$ cat src/rtl/rd_wptr_sync_cmp.sv
// rd_wptr_sync_cmp: brings the Gray write pointer into RD_CLK and derives the raw
// empty compare, read-side occupancy and almost-empty flag.
module rd_wptr_sync_cmp #(
  parameter int C_DEPTH_BITS = 10,
  parameter int C_AE_THRESH  = 4
) (
  input  logic                    RD_CLK,
  input  logic                    RD_RST,
  input  logic [C_DEPTH_BITS-1:0] WR_PTR,
  input  logic [C_DEPTH_BITS-1:0] RD_PTR,
  input  logic [C_DEPTH_BITS-1:0] RD_PTR_P1,
  input  logic                    RD_EN,
  output logic                    CMP_EMPTY,
  output logic [C_DEPTH_BITS-1:0] RD_LEVEL,
  output logic                    RD_ALMOST_EMPTY,
  output logic [C_DEPTH_BITS-1:0] WR_PTR_SYNC
);
  localparam int N = C_DEPTH_BITS;
  localparam logic [N-1:0] AE_THRESH = C_AE_THRESH[N-1:0];

  // WR_PTR feeds sync1_q directly so only one Gray bit can be metastable
  (* ASYNC_REG = "TRUE" *) logic [N-1:0] sync1_q;
  (* ASYNC_REG = "TRUE" *) logic [N-1:0] sync2_q;
  logic [N-1:0] level_q, level_d, wbin, rbin;
  logic cmp_empty_q, cmp_empty_d, ae_q, ae_d;

  function automatic logic [N-1:0] gray2bin(input logic [N-1:0] g);
    logic [N-1:0] b;
    b[N-1] = g[N-1];
    for (int i = N - 2; i >= 0; i--) b[i] = b[i+1] ^ g[i];
    return b;
  endfunction

  always_comb begin
    wbin        = gray2bin(sync2_q);
    rbin        = gray2bin(RD_PTR);
    level_d     = wbin - rbin;
    ae_d        = level_d <= AE_THRESH;
    cmp_empty_d = (sync2_q == RD_PTR) || (RD_EN && sync2_q == RD_PTR_P1);
  end

  always_ff @(posedge RD_CLK or posedge RD_RST) begin
    if (RD_RST) begin
      sync1_q     <= '0;
      sync2_q     <= '0;
      cmp_empty_q <= 1'b1;
      level_q     <= '0;
      ae_q        <= 1'b1;
    end else begin
      sync1_q     <= WR_PTR;
      sync2_q     <= sync1_q;
      cmp_empty_q <= cmp_empty_d;
      level_q     <= level_d;
      ae_q        <= ae_d;
    end
  end

  assign CMP_EMPTY       = cmp_empty_q;
  assign RD_LEVEL        = level_q;
  assign RD_ALMOST_EMPTY = ae_q;
  assign WR_PTR_SYNC     = sync2_q;
endmodule

$ cat config.mk
export PLATFORM = sky130hd
export DESIGN_NAME = rd_wptr_sync_cmp
export DESIGN_NICKNAME = d
export VERILOG_FILES = /design/src/rtl/rd_wptr_sync_cmp.sv
export SDC_FILE = /design/constraint.sdc
export NUM_CORES = 1
export LEC_CHECK = 0
export ABC_CLOCK_PERIOD_IN_PS = 4270
export CAP_MARGIN = 0
export CORE_UTILIZATION = 37
export DETAILED_ROUTE_END_ITERATION = 6
export PLACE_DENSITY = 0.63
export SLEW_MARGIN = 40
export SYNTH_ARGS = -nofsm -noshare
export SYNTH_HDL_FRONTEND = slang
export SYNTH_SLANG_ARGS = --single-unit
$ cat constraint.sdc
create_clock -name RD_CLK -period 4.27 [get_ports RD_CLK]
set_input_delay 1.0675 -clock RD_CLK [delete_from_list [all_inputs] [get_ports RD_CLK]]
set_output_delay 1.0675 -clock RD_CLK [all_outputs]
set_load 0.005 [all_outputs]
==> impl_metrics.xml <==
<?xml version="1.0" encoding="UTF-8"?>
<metrics>
  <group name="critical_path">
    <metric name="worst_r2r_startpoint" unit="">WR_PTR_SYNC[9]</metric>
    <metric name="crit_family" unit="">XOR/XNOR gates</metric>
    <metric name="slowest_stage" unit="">xor3_2</metric>
    <metric name="critPathMostFrequentCell" unit="">xor2_2</metric>
    <metric name="critical_path.n_buffers_inverters" unit="">3</metric>
    <metric name="ff2ff_path_depth" unit="">15</metric>
    <metric name="cp-start-kind" unit="">primary input</metric>
    <metric name="path_max_fanout" unit="">3</metric>
    <metric name="cp.required" unit="ns">4.46</metric>
    <metric name="worst-endpoint-arrival" unit="ns">4.22</metric>
    <metric name="worstPathCellList" unit="">clkbuf_2 -&gt; xor3_1 -&gt; xor3_2 -&gt; xor2_2 -&gt; xor2_2 -&gt; xnor2_1 -&gt; ha_2 -&gt; inv_1 -&gt; fa_2 -&gt; a21oi_2 -&gt; buf_4 -&gt; a211o_1 -&gt; a31oi_1 -&gt; xor2_1 -&gt; nor4_2</metric>
    <metric name="crit-reg2reg-capture" unit="">RD_ALMOST_EMPTY</metric>
    <metric name="timing.critical_path.to_type" unit="">flip-flop</metric>
    <metric name="critical_path.max_stage_delay" unit="ns">0.46</metric>
    <metric name="regToRegSetupSlack" unit="ns">0.34</metric>
    <metric name="worstSetupPathType" unit="">primary input to flip-flop</metric>
  </group>
  <group name="grt">
    <metric name="grt_usage" unit="">0.164</metric>
    <metric name="initial_antenna_violation_count" unit="">0</metric>
    <metric name="grt_remaining_overflow" unit="">0</metric>
    <metric name="vias_in_the_first_global_route" unit="">1384</metric>
    <metric name="grt_start_max_net_pins" unit="">33</metric>
    <metric name="grt_pass1_wl" unit="um">6300</metric>
  </group>
  <group name="sta">
    <metric name="timing_worst_slew_pin_value" unit="ns">0.647</metric>
    <metric name="finalHoldWorstSlack" unit="ns">0.344</metric>
    <metric name="max-slew-margin-rel" unit="">0.568</metric>
    <metric name="setup_viol_count_final" unit="">0</metric>
    <metric name="final-max-slew-violation-count" unit="">0</metric>
    <metric name="worst_clock_skew" unit="ns">0.00658</metric>
    <metric name="grt_setup_unrepaired" unit="">false</metric>
    <metric name="fin_crit_sh" unit="">0.944</metric>
    <metric name="fmax" unit="MHz">248</metric>
    <metric name="fin_setup_tns" unit="ns">0</metric>
    <metric name="period_needed" unit="ns">4.03</metric>
    <metric name="timing.final.hold_violations" unit="">0</metric>
  </group>
  <group name="floorplan">
    <metric name="top_level_pins" unit="">55</metric>
    <metric name="die-width" unit="um">71.6</metric>
    <metric name="design.die.area" unit="sq um">5130</metric>
    <metric name="initial_core_util" unit="">0.398</metric>
    <metric name="cell_rows" unit="">24</metric>
    <metric name="chipHeight" unit="um">71.6</metric>
    <metric name="core_area" unit="sq um">4500</metric>
  </group>
  <group name="power_and_ir_drop">
    <metric name="p_leak" unit="nW">1.17</metric>
    <metric name="netSwitchingFraction" unit="">0.326</metric>
    <metric name="power_frac_seq" unit="">0.257</metric>
    <metric name="clock_power_share" unit="">0.208</metric>
    <metric name="max-vdd-ir-drop" unit="uV">267</metric>
    <metric name="total_switching_power" unit="mW">0.494</metric>
    <metric name="power_density_relative_to_cell_area" unit="nW/um^2">566</metric>
    <metric name="internal_power_component" unit="mW">1.02</metric>
    <metric name="power.combinational.fraction" unit="">0.535</metric>
  </group>
  <group name="synth">
    <metric name="postSynthNetCount" unit="">186</metric>
    <metric name="netlist_instances" unit="">144</metric>
    <metric name="largest_family_of_logic_cells_by_synthesized_area" unit="">XOR/XNOR gates</metric>
    <metric name="synth-edff-count" unit="">0</metric>
    <metric name="syn-mean-instance-area" unit="sq um">12.5</metric>
    <metric name="synth_adder_area_share" unit="">0.0726</metric>
    <metric name="number_of_register_bits_inferred_by_synthesis" unit="">32</metric>
    <metric name="yosysUniqueCellTypes" unit="">38</metric>
    <metric name="synth_compound_area_frac" unit="">0.0830</metric>
    <metric name="synthArstFlopShare" unit="">1.00</metric>
    <metric name="synthFlopType" unit="">dfrtp_1</metric>
    <metric name="yosysSeqAreaShare" unit="">0.448</metric>
    <metric name="synth-xor-area-share" unit="">0.296</metric>
    <metric name="mappedNetlistArea" unit="sq um">1790</metric>
    <metric name="warnings_from_yosys" unit="">0</metric>
    <metric name="yosys.area_share.simple" unit="">0.0754</metric>
    <metric name="yosys-mux-area-fraction" unit="">0</metric>
  </group>
  <group name="clocking">
    <metric name="cts-buffers-inserted" unit="">5</metric>
    <metric name="tritoncts" unit="">done</metric>
    <metric name="clock_tree.buffer_depth" unit="">2</metric>
    <metric name="clock_sink_count" unit="">32</metric>
    <metric name="cts.reportedPaths.clkPinSlew" unit="ns">0.07</metric>
    <metric name="worstSkewPairLatency" unit="ns">0.28</metric>
    <metric name="clockRootBuffer" unit="">clkbuf_8</metric>
    <metric name="post-cts-setup-buffers" unit="">0</metric>
    <metric name="number_of_levels_the_h_tree_was_split_into" unit="">2</metric>
  </group>
  <group name="placed_design">
    <metric name="dp_cells" unit="">266</metric>
    <metric name="place_hpwl" unit="um">2890</metric>
    <metric name="port-buffer-count" unit="">54</metric>
    <metric name="globalplace.congestion" unit="">0.793</metric>
  </group>
  <group name="outcome">
    <metric name="run_status" unit="">finished clean</metric>
  </group>
  <group name="routing">
    <metric name="num_vias" unit="">1282</metric>
    <metric name="via_per_inst" unit="">4.68</metric>
    <metric name="dr.first_iter.drc_count" unit="">30</metric>
    <metric name="drt-wirelength-per-cell" unit="um">12.9</metric>
    <metric name="first_pass_iters" unit="">4</metric>
    <metric name="detail_route.drc_violations" unit="">0</metric>
    <metric name="wirelength" unit="um">3540</metric>
    <metric name="detail_route_antenna_nets" unit="">0</metric>
  </group>
  <group name="final_layout">
    <metric name="antenna_cells_inserted" unit="">0</metric>
    <metric name="layout_net_count" unit="">263</metric>
    <metric name="layout-drive-gt1-share" unit="">0.216</metric>
    <metric name="finalNonFillerCells" unit="">274</metric>
    <metric name="flow.area_growth_from_synthesis" unit="%">49.3</metric>
  </group>
  <group name="worst_hold_path">
    <metric name="whs_path_depth" unit="">0</metric>
    <metric name="hp-start" unit="">sync1_q[5]</metric>
    <metric name="min_to" unit="">WR_PTR_SYNC[5]</metric>
    <metric name="holdCritPathClass" unit="">flip-flop to flip-flop</metric>
  </group>
  <group name="flow_run">
    <metric name="max_cap_violations" unit="">0</metric>
  </group>
</metrics>
## layer usage
layer	vias up	wire (um)	GRT usage	part of all wire
met5	-	0	0	0
met4	0	34	0.0458	0.0096
met3	5	203	0.0591	0.057
met2	49	1940	0.295	0.55
met1	585	1360	0.182	0.39
li1	643	-	-	-
## worst max path at each step
stage / start / to / slack (ns) / cells past startpoint
2_1_floorplan: RD_PTR[7] / RD_ALMOST_EMPTY / 0.02 / 14
3_3_place_gp: RD_PTR[7] / RD_ALMOST_EMPTY / -0.41 / 15
3_5_place_dp: RD_PTR[7] / RD_ALMOST_EMPTY / -0.54 / 15
4_1_cts: RD_PTR[3] / RD_ALMOST_EMPTY / 0.01 / 15
5_1_grt: RD_PTR[8] / RD_ALMOST_EMPTY / 0.009 / 15
6_report: RD_PTR[8] / RD_ALMOST_EMPTY / 0.24 / 15
## registers in the layout, indices dropped and copies added (netlist names)
signal and flops:
RD_ALMOST_EMPTY 1, CMP_EMPTY 1, sync1_q 10, WR_PTR_SYNC 10, RD_LEVEL 10
## area by class of cell
type / count / area [sq um]
Clock buffer: 7 / 96.3
Clock inverter: 1 / 30.0
Fill cell: 367 / 1830
Inverter: 12 / 45.0
Multi-Input combinational cell: 100 / 991
Sequential cell: 32 / 803
Tap cell: 52 / 65.1
Timing Repair Buffer: 70 / 647
## cell usage in the layout (no fill, tap or decap), types with 2 or more instances in the layout
cell,count
a211oi_1,2
buf_4,16
dfrtp_1,30
xor3_2,2
inv_1,11
dfstp_2,2
ha_1,7
a211o_1,2
nor4_1,3
xnor2_1,16
nand4_1,3
xnor2_2,2
nor2b_1,2
nor2_1,7
a31oi_1,2
clkbuf_2,2
xor2_1,23
o21ai_0,2
clkdlybuf4s50_1,48
clkbuf_8,7
nor3_1,2
xor2_2,2
dlygate4sd2_1,3
## kinds of logic (layout without fill, tap and decap cells)
logic type,count (synthesis),after routing
AOI/OAI and AO/OA,17,17
buffers and inverters,12,90
and+or+nand+nor,24,24
DFF,32,32
xor gates and xnor gates,49,49
adders and majority gates,10,10
## worst register-to-register path, cell delays in order, from the launching register on
cell,delay (ns)
dfrtp_1,0.45
xor3_2,0.55
xnor2_4,0.18
xnor2_2,0.31
xnor2_1,0.21
xor2_1,0.36
xnor2_1,0.18
ha_2,0.20
inv_1,0.05
fa_2,0.34
a21oi_2,0.16
buf_4,0.14
a211o_1,0.15
a31oi_1,0.10
xor2_1,0.19
nor4_2,0.26
## power by group through the flow
stage	Clock (mW)	Sequential (mW)	Combinational, mW
after floorplan	0	0.403	0.458
after global placement	0	0.396	0.759
after detailed placement	0	0.397	0.774
after CTS	0.321	0.391	0.787
after global routing	0.343	0.395	0.905
final	0.315	0.389	0.812
## through the flow
step	util	power, mW	worst slack, ns	cell area [sq um]
floorplan	-	0.861	0.0225	1800
global placement	0.562	1.15	-0.409	2530
detailed placement	0.562	1.17	-0.541	2530
CTS	0.591	1.50	0.0140	2660
global route	0.594	1.64	0.00895	2680
finish	0.594	1.52	0.238	2680
## Yosys cell counts, types with 3 or more instances
library cell | count | area (sq um)
ha_1 | 8 | 100
nor4_1 | 3 | 18.8
xor2_1 | 25 | 219
nand4_1 | 3 | 18.8
nor2_1 | 7 | 26.3
dfrtp_1 | 30 | 751
inv_1 | 12 | 45.0
xnor2_1 | 17 | 149
## repair_timing
action | in CTS | in global routing
endpoints found under the setup margin | 2 | 1
cloned | 0 | 0
hold buffers | 0 | 0
pin swaps | 15 | 14
gates resized for setup | 10 | 8
(Power assumes the default switching activity.)
